## config.mk

```make
export PLATFORM = sky130hd
export DESIGN_NAME = fetch_unit
export DESIGN_NICKNAME = d
export VERILOG_FILES = /design/src/rtl/fetch_unit.sv
export SDC_FILE = /design/constraint.sdc
export NUM_CORES = 1
export LEC_CHECK = 0
export CAP_MARGIN = 20
export CORE_MARGIN = 5
export CORE_UTILIZATION = 55
export CTS_CLUSTER_DIAMETER = 30
export DETAILED_ROUTE_END_ITERATION = 10
export DONT_BUFFER_PORTS = 1
export HOLD_SLACK_MARGIN = 0.03
export PLACE_DENSITY = 0.73
export RECOVER_POWER = 50
export SLEW_MARGIN = 25
export SYNTH_ARGS = -nofsm -noshare
export SYNTH_HDL_FRONTEND = slang
export SYNTH_SLANG_ARGS = --single-unit
```

## constraint.sdc

```tcl
create_clock -name CLK -period 1.5 [get_ports CLK]
set_input_delay 0.45 -clock CLK [delete_from_list [all_inputs] [get_ports CLK]]
set_output_delay 0.45 -clock CLK [all_outputs]
set_load 0.03 [all_outputs]
```

## src/rtl/fetch_unit.sv

```systemverilog
// Instruction fetch front end: PC sequencing, branch redirect, halt and stall handling.
// Optional FETCH_CYCLE_CNT_EN adds a saturating RUN-cycle counter on CYCLE_COUNT.
module fetch_unit (
  input  logic        CLK,
  input  logic        RESET_N,
  input  logic        START,
  input  logic [9:0]  START_ADDR,
  input  logic [8:0]  INSTR_IN,
  input  logic        BRANCH,
  input  logic        BRANCH_TAKEN,
  input  logic [9:0]  BR_TARGET,
  input  logic        HALT,
  input  logic        STALL,
  output logic [9:0]  PC,
  output logic [8:0]  OPCODE,
  output logic        VALID,
  output logic        DONE
`ifdef FETCH_CYCLE_CNT_EN
  ,
  output logic [15:0] CYCLE_COUNT
`endif
);

  typedef enum logic [1:0] {
    StIdle,
    StRun,
    StHalted
  } state_e;

  state_e      state_q, state_d;
  logic [9:0]  pc_q, pc_d;
  logic [8:0]  opcode_q, opcode_d;
  logic        valid_q, valid_d;
  logic        done_q, done_d;

  logic        start_fire;
  logic        halt_fire;
  logic        redirect_fire;

  // Control inputs only mean something while OPCODE carries a live instruction.
  assign halt_fire     = valid_q & HALT;
  assign redirect_fire = valid_q & BRANCH & BRANCH_TAKEN;
  assign start_fire    = ~STALL & START & (state_q != StRun);

  always_comb begin
    state_d  = state_q;
    pc_d     = pc_q;
    opcode_d = opcode_q;
    valid_d  = valid_q;
    done_d   = done_q;
    if (!STALL) begin
      unique case (state_q)
        StIdle, StHalted: begin
          if (START) begin
            state_d = StRun;
            pc_d    = START_ADDR;
            valid_d = 1'b0;
            done_d  = 1'b0;
          end
        end
        StRun: begin
          if (halt_fire) begin
            // Halt outranks a simultaneous redirect; PC stays on the squashed fetch.
            state_d  = StHalted;
            valid_d  = 1'b0;
            opcode_d = '0;
            done_d   = 1'b1;
          end else if (redirect_fire) begin
            pc_d     = BR_TARGET;
            valid_d  = 1'b0;
            opcode_d = '0;
          end else begin
            opcode_d = INSTR_IN;
            valid_d  = 1'b1;
            pc_d     = pc_q + 10'd1;
          end
        end
        default: begin
          state_d  = StIdle;
          pc_d     = '0;
          opcode_d = '0;
          valid_d  = 1'b0;
          done_d   = 1'b0;
        end
      endcase
    end
  end

  always_ff @(posedge CLK or negedge RESET_N) begin
    if (!RESET_N) begin
      state_q  <= StIdle;
      pc_q     <= '0;
      opcode_q <= '0;
      valid_q  <= 1'b0;
      done_q   <= 1'b0;
    end else begin
      state_q  <= state_d;
      pc_q     <= pc_d;
      opcode_q <= opcode_d;
      valid_q  <= valid_d;
      done_q   <= done_d;
    end
  end

  assign PC     = pc_q;
  assign OPCODE = opcode_q;
  assign VALID  = valid_q;
  assign DONE   = done_q;

`ifdef FETCH_CYCLE_CNT_EN
  logic [15:0] cycle_cnt_q, cycle_cnt_d;

  // Every cycle spent in RUN counts, stalled or not; HALTED simply stops counting.
  always_comb begin
    cycle_cnt_d = cycle_cnt_q;
    if (start_fire) begin
      cycle_cnt_d = '0;
    end else if ((state_q == StRun) && (cycle_cnt_q != 16'hFFFF)) begin
      cycle_cnt_d = cycle_cnt_q + 16'd1;
    end
  end

  always_ff @(posedge CLK or negedge RESET_N) begin
    if (!RESET_N) begin
      cycle_cnt_q <= '0;
    end else begin
      cycle_cnt_q <= cycle_cnt_d;
    end
  end

  assign CYCLE_COUNT = cycle_cnt_q;
`endif

endmodule
```

==> metrics.txt, run 1 <==
placed instance area 1450 µm²; EDFF count, synth 0; fin. max-slew vios 0; P_leak about 0.00066 µW; Post-Syn Instances between 100 and 150; clk root buf clkbuf_4; syn avg cell area 10.2 µm²; PortBufs 0; crit start category register; largest net degree at the start of global routing 23; final non-filler cell area around 1500 µm²; IO Pins 57; Nets roughly 190; Max FO, Critical Path 4; Final setup violation count 0; Setup WS pre-CTS -58.5 ps; Area growth syn-to-layout 22.5%; gr usage total about a fifth; Clock Latency Late Sink ~300 ps; crit end category register; width of the chip around 58 µm; H-tree depth 1; clock sink total 22; Sw Ratio 47.5%; sequential fraction of the synthesis area a little over two fifths; Worst Max-Slew Pin Slew ~1200 ps; Reg clk slew, reported paths roughly 130 ps; initial antenna violation count 0; GP Congestion between 0.7 and 0.8; YS warnings 0; Core Rows 17; antenna cell count 0; Die Span Y around 58 µm; Core ar. 2190 µm²; CTS tree done; part of the cycle the worst path needs ~98%; DRT Pass-1 Iters 4; PD cells approximately 2300 nW/µm²; Main synth FF type dfrtp_1; Yosys reg bits 22; Sequential Power Share 38.7%; die area ~3300 µm²; clk buf depth 2; fill count about 170; Power Internal 1880 µW; Mapped Area about 1300 µm²; worst IR drop on VDD between 1000 and 1500 µV; grt ovf 0; hold violation count in the final report 0; Netlist cell types 37; CTS Buf Count 3; routed vias between 1k and 1.5k; routed len/inst 19.0 µm; DRT antenna net count 0; Psw approximately 1700 µW; relative slew slack between 20 and 25%; fmax 683 MHz; vias in the first global route ~1.1k; proportion of layout cells with a drive suffix above 1 a little under a third; worst min path class in -> reg; max-cap viol count 0; combinational share of power between 50% and 60%; Final Worst Setup Slack about 35 ps; setup TNS 0 ps; CP arrival ~1700 ps; initial drt markers 39; starting density of the core a little under three fifths; critical path class reg -> reg; Setup Skew between 2 and 3 ps; async set-reset flop share out of synthesis 100%; post-route minimum period around 1500 ps; vias per inst between 6 and 7; final wirelength approximately 3300 µm; Clk pwr share 9.3%; Syn Nets 160; Crit path required time between 1500 and 2000 ps; first-pass GRT wire length 5090 µm; DRC Markers 0; status complete, no violations; DP Wirelength 2520 µm
## power groups by stage
stage	sequential, µW	clock [µW]	combinational [µW]
final	1380	332	1860
after CTS	1370	339	1810
after global routing	1430	361	2000
after floorplan	1690	0	820
after global placement	1380	0	1670
after detailed placement	1380	0	1730
## repair_timing
| action | CTS | global route |
|---|---|---|
| hold endpoints to repair | 22 | 0 |
| buffers inserted | 2 | 1 |
| resized for setup | 3 | 5 |
| hold buffers | 1 | 0 |
| setup endpoints to repair | 13 | 13 |
## worst max-delay path: stages (launching register included)
cell and delay (ps):
dfrtp_2 410, ha_2 200, inv_2 50, or3_1 330
and3_1 180, o31ai_1 220
## sequential cells by signal, indices dropped and copies added, names as in the netlist
register  count
OPCODE        9
VALID         1
state_q       1
DONE          1
PC           10
## stage by stage
step | instances | hold WS, ps | power, µW | util, %
detailed placement | 167 | 155 | 3110 | 66.0
global route | 175 | 246 | 3790 | 70.0
floorplan | 123 | 154 | 2510 | -
global placement | 167 | 155 | 3050 | 66.0
CTS | 174 | 258 | 3520 | 69.3
finish | 175 | 266 | 3570 | 70.0
## synth_stat cells, drive strengths merged (4+ instances only)
cell type / n / area share [%]
o211ai: 4 / 2.4
nand3: 6 / 2.4
dfrtp: 22 / 44
nor2: 6 / 2.0
o31ai: 4 / 2.4
a21oi: 6 / 2.4
nand2: 4 / 1.2
inv: 5 / 1.5
a22o: 10 / 7.0
nor2b: 8 / 4.0
mux2i: 7 / 5.6
o21ai: 4 / 1.6
nand2b: 4 / 2.0
## logic make-up after synthesis
group	after synthesis	synth area share, %
adder cells (fa/ha/maj)	1	0.999
buffers and inverters	11	4.30
flip-flops	22	44.0
AND/OR/NAND/NOR	40	18.9
XOR/XNOR	3	2.10
AO/OA/AOI/OAI	38	23.3
multiplexers	8	6.49
## path summary, 6_finish.rpt
kind / from / slack (ps) / to / depth (start not counted)
max: PC[1] / 40 / PC[6] / 5
min in group asynchronous: RESET_N / 340 / PC[5] / 1
min reg2reg: VALID / 540 / VALID / 1
min: INSTR_IN[3] / 270 / OPCODE[3] / 1
max in group asynchronous: RESET_N / 390 / DONE / 1
max reg2reg: PC[1] / 40 / PC[6] / 5
## layer usage
| metal | vias up | global-route usage [%] | part of all wire (%) |
|---|---|---|---|
| met5 | - | 0 | 0 |
| met4 | 0 | 4.64 | 0.81 |
| met1 | 524 | 21.9 | 38 |
| met3 | 4 | 8.24 | 9.7 |
| met2 | 45 | 33.7 | 51 |
| li1 | 509 | - | - |
## cells in the final DEF, fill, tap and decap left out, types with 4 or more instances in the layout
master / instances
buf_4: 22
nand3_1: 6
nand2_1: 4
dfrtp_1: 15
nor2_1: 5
o211ai_1: 4
a22o_1: 10
o21ai_0: 4
nand2b_1: 4
mux2i_1: 7
a21oi_1: 6
inv_1: 4
nor2b_1: 7
dfrtp_2: 7
## area by class of cell
class / count / area, µm² / area share [%]
clock buffer: 4 / 36.3 / 2.37
timing repair buffer: 26 / 211 / 13.8
inverter: 5 / 18.8 / 1.22
multi-input combinational: 90 / 673 / 43.9
sequential: 22 / 559 / 36.5
tap: 28 / 35.0 / 2.28
No activity file was read; power rests on OpenSTA's default activity.
==> run 2, diff against run 1 <==
- CORE_ASPECT_RATIO: not set -> 0.9
- CORE_UTILIZATION: 55 -> 35
- PLACE_DENSITY: 0.73 -> 0.48
==> run 2 against run 1 <==
  * Sequential share of layout area down 2.0 points
  * Global-route usage is 4.5 points lower
  * First-iteration DRC count is 46% lower
  * Sequential power hardly changed
  * Count of clock-buffer cells in the layout is 1 lower
  * Final cell count grew 9.7%
  * Critical path type is now reg -> out
==> metrics.txt, run 2 (synthesized netlist as in run 1, its figures left out) <==
status complete, no violations; part of the cycle the worst path needs a little over nine tenths; CP Launch Point PC[1]; clk buf depth 2; worst IR drop on VDD 840 µV; Setup WS pre-CTS -69.4 ps; clock sink total 22; fmax roughly 680 MHz; CP arrival around 1000 ps; worst min path class in -> reg; antenna cell count 0; PortBufs 0; clk root buf clkbuf_8; CTS tree done; critical path class reg -> out; Max stage delay cell, worst path dfrtp_2; die area roughly 4900 µm²; Reg clk slew, reported paths roughly 90 ps; Area growth syn-to-layout 29.2%; Worst path depth 2; vias in the first global route 1,124; initial antenna violation count 0; Worst Path Buf+Inv 2; GP Congestion just under 0.8; RSZ-0062 raised after global routing no; hold_sp INSTR_IN[7]; gr usage total 14.9%; most used cell, CP buf_4; fin. max-slew vios 0; DP Wirelength between 2000 and 3000 µm; post-route minimum period about 1500 ps; delay of the slowest critical-path stage 440 ps; Core ar. ~3400 µm²; Clock Latency Late Sink between 200 and 300 ps; DRT antenna net count 0; max-cap viol count 0; proportion of layout cells with a drive suffix above 1 about a third; PD cells 2350 nW/µm²; Core Rows 20; crit start category register; first-pass GRT wire length approximately 5600 µm; DRC Markers 0; relative slew slack 60.3%; DRT Pass-1 Iters 2; Final Worst Setup Slack 34.3 ps; CTS Buf Count 3; Max FO, Critical Path 3; P_leak between 0.0006 and 0.0007 µW; width of the chip ~73 µm; vias per inst around 5.5; R2R cell count 5; Setup Skew 3.68 ps; starting density of the core 36.8%; crit end category output pin; largest net degree at the start of global routing 23; H-tree depth 1; routed vias approximately 1.1k; Final setup violation count 0; Die Span Y approximately 67 µm; Crit Reg-Reg Startpoint PC[1]; WHS 309 ps; max FFs per register 10; Crit path required time ~1100 ps; Top delay family on crit path flip-flops; hold violation count in the final report 0; Nets approximately 190; Worst Max-Slew Pin Slew between 500 and 600 ps; grt ovf 0; IO Pins 57; final wirelength between 3000 and 4000 µm; total power approximately 3800 µW; routed len/inst around 18 µm; crit-path cells buf_4 > buf_4; commonest non-fill, non-tap cell in the layout buf_4; most frequent cells in the layout buf_4 (22), dfrtp_1 (16), a22o_1 (10); worst hold path cell count 1; initial drt markers 21
-- run 2: worst register-to-register path, cell delays in order (launching register included) --
cell and delay, ps:
dfrtp_2 400, buf_4 120, nand4_1 80, or4b_1 480
o211ai_1 100, a31oi_1 110
-- run 2: stage by stage --
step | instances | setup TNS (ps) | area, µm² | utilization, %
floorplan | 123 | -153 | 1270 | -
finish | 192 | 0 | 1620 | 47.5
global placement | 183 | 0 | 1470 | 43.1
global route | 192 | 0 | 1620 | 47.5
detailed placement | 183 | -513 | 1470 | 43.1
CTS | 187 | 0 | 1540 | 45.4
-- run 2: power breakdown --
group	internal [µW]	switching, µW	leakage [µW]
clock network	357	205	0.0000357
logic	853	1010	0.000382
registers	879	497	0.000271
-- run 2: cell type report --
| type | count | area (µm²) |
|---|---|---|
| clock buffers | 3 | 41.3 |
| clock inverters | 1 | 30.0 |
| fillers | 341 | 1790 |
| inverters | 5 | 18.8 |
| multi-input cells | 90 | 687 |
| flip-flops and latches | 22 | 558 |
| well taps | 44 | 55.1 |
| repair buffers | 27 | 228 |
-- run 2: path summary, 6_finish.rpt --
kind / to / slack [ps]
setup reg to reg: PC[5] / 80
setup / recovery: PC[1] / 30
max in group asynchronous: VALID / 350
min in group asynchronous: PC[7] / 730
hold reg to reg: PC[4] / 710
hold / removal: OPCODE[7] / 310
-- run 2: metal layers --
| metal | track usage, % | wire, µm | vias up |
|---|---|---|---|
| met5 | 0 | 0 | - |
| met4 | 4.15 | 44 | 0 |
| met3 | 4.37 | 226 | 4 |
| met2 | 24.0 | 1670 | 26 |
| met1 | 19.4 | 1560 | 517 |
| li1 | - | - | 510 |
-- run 2: repair_timing --
action,4_1_cts,5_1_grt
resized for setup,2,4
endpoints found under the hold margin,22,22
setup buffers,0,3
setup endpoints to repair,10,4
pin swaps,0,1
==> run 3, diff against run 2 <==
- CORE_UTILIZATION: 35 -> 26
- CTS_CLUSTER_DIAMETER: 30 -> not set
- CTS_CLUSTER_SIZE: not set -> 30
- PLACE_DENSITY: 0.48 -> 0.38
==> run 3 against run 2 <==
  * Design area is 0.31% lower
  * Register-to-register slack about the same
  * Non-clock buffer count down 2
  * Critical path depth did not move
  * Sequential share of layout area increased by 0.11 points
  * Largest cell class unchanged
  * Die area increased by 29%
  * Sequential power hardly changed
  * Setup slack improved by 26 ps
  * Critical path type unchanged
  * Clock skew is essentially flat
==> metrics.txt, run 3 (synthesized netlist as in run 1, its figures left out) <==
status complete, no violations; clk root buf clkbuf_8; Psw approximately 1700 µW; delay of the slowest critical-path stage 420 ps; clk buf depth 2; Nets between 150 and 200; Post-CTS Setup Bufs 0; commonest non-fill, non-tap cell in the layout buf_4; DRC Markers 0; Setup Skew around 3.9 ps; fin. max-slew vios 0; critical path class reg -> out; CTS tree done; crit start category register; vias in the first global route approximately 1.1k; combinational share of power about 50%; die area around 6300 µm²; Worst Max-Slew Pin Slew 596 ps; Die Span Y 75.8 µm; hold violation count in the final report 0; relative slew slack 60.3%; P_leak a little under 0.0007 µW; Reg clk slew, reported paths ~90 ps; H-tree depth 1; starting density of the core 26.4%; WHS about 310 ps; part of the cycle the worst path needs 96.0%; Power Internal 1940 µW; CP arrival a little under 1000 ps; initial antenna violation count 0; Area growth syn-to-layout 28.8%; Worst Path Buf+Inv 2; Finished Core Util approximately a third; proportion of layout cells with a drive suffix above 1 roughly 30%; worst IR drop on VDD about 850 µV; Final setup violation count 0; post-route minimum period 1440 ps; routed vias 1,061; crit end category output pin; metal3 WL roughly 300 µm; fmax between 600 and 700 MHz; max-cap viol count 0; Final Worst Setup Slack approximately 60 ps; PortBufs 0; antenna cell count 0; most frequent cells in the layout buf_4 (20), dfrtp_1 (16), a22o_1 (10); crit-path cells buf_4 > buf_6; max FFs per register 10; Sequential Power Share between 30% and 40%; Routed met1 length 1790 µm; Max stage delay cell, worst path dfrtp_2; met2 wire length 1720 µm; routed len/inst between 15 and 20 µm; Clk pwr share approximately an eighth; final wirelength about 3800 µm; PD cells 2270 nW/µm²; Clock Latency Late Sink roughly 270 ps; clock sink total 22; Highest Signal Layer met4; GP Congestion around 0.8; Max FO, Critical Path 6; IO Pins 57; DP Wirelength 2890 µm; first-pass GRT wire length 6020 µm; initial drt markers 17; RSZ-0062 raised after global routing no; DRT Pass-1 Iters 4; gr usage total roughly an eighth; Crit path required time roughly 1100 ps; Setup WS pre-CTS approximately 37 ps; worst min path class in -> reg; grt ovf 0; Top delay family on crit path flip-flops; Sw Ratio a little under half; Core ar. ~4700 µm²; CTS Buf Count 3; Core Rows 24; width of the chip approximately 83 µm; total power around 3700 µW; vias per inst approximately 5.0; DRT antenna net count 0; largest net degree at the start of global routing 23
==> run 3: cell type report <==
cell class,instances,area [µm²]
clock buffer,4,55.1
fill,516,3130
inverter,5,18.8
multi-input combinational,90,678
sequential,22,558
tap,65,81.3
timing repair buffer,25,221
==> run 3: worst paths after layout <==
check                      slack (ps)  cells after the start   startpoint          to
max in group asynchronous         330                      2      RESET_N        DONE
max                                60                      2        VALID       VALID
max reg2reg                        80                      5   state_q[0]       PC[9]
min                               310                      1  INSTR_IN[5]   OPCODE[5]
min in group asynchronous         740                      2      RESET_N   OPCODE[2]
min reg2reg                       580                      1   state_q[0]  state_q[0]
==> run 3: metal layers <==
metal  GRT usage (%)  vias up
met4            2.18        0
met5               0        -
li1                -      507
met3            5.30        2
met2            18.6       41
met1            16.9      511
==> run 3: power groups by stage <==
stage	clock (µW)	sequential (µW)	combinational, µW
5_1_grt	482	1430	2010
3_3_place_gp	0	1390	1740
2_1_floorplan	0	1690	820
3_5_place_dp	0	1390	1760
4_1_cts	460	1380	1790
6_report	442	1380	1830
==> run 3: through the flow <==
step | cells | area, µm² | TNS, ps
3_3_place_gp | 204 | 1490 | 0
3_5_place_dp | 204 | 1490 | 0
5_1_grt | 211 | 1610 | 0
4_1_cts | 210 | 1580 | 0
6_report | 211 | 1610 | 0
2_1_floorplan | 123 | 1270 | -153
==> run 3: repair_timing <==
action / in CTS / in global routing
gates resized for setup: 0 / 6
endpoints found under the hold margin: 22 / 0
hold buffers: 2 / 0
endpoints found under the setup margin: 0 / 14
==> run 3: worst reg2reg max path: cells and delay by family (launching register included) <==
kind / cells / cell delay (ps)
simple gates: 1 / 200
flops: 1 / 430
buf+inv: 1 / 170
mux: 1 / 190
compound gates: 2 / 320
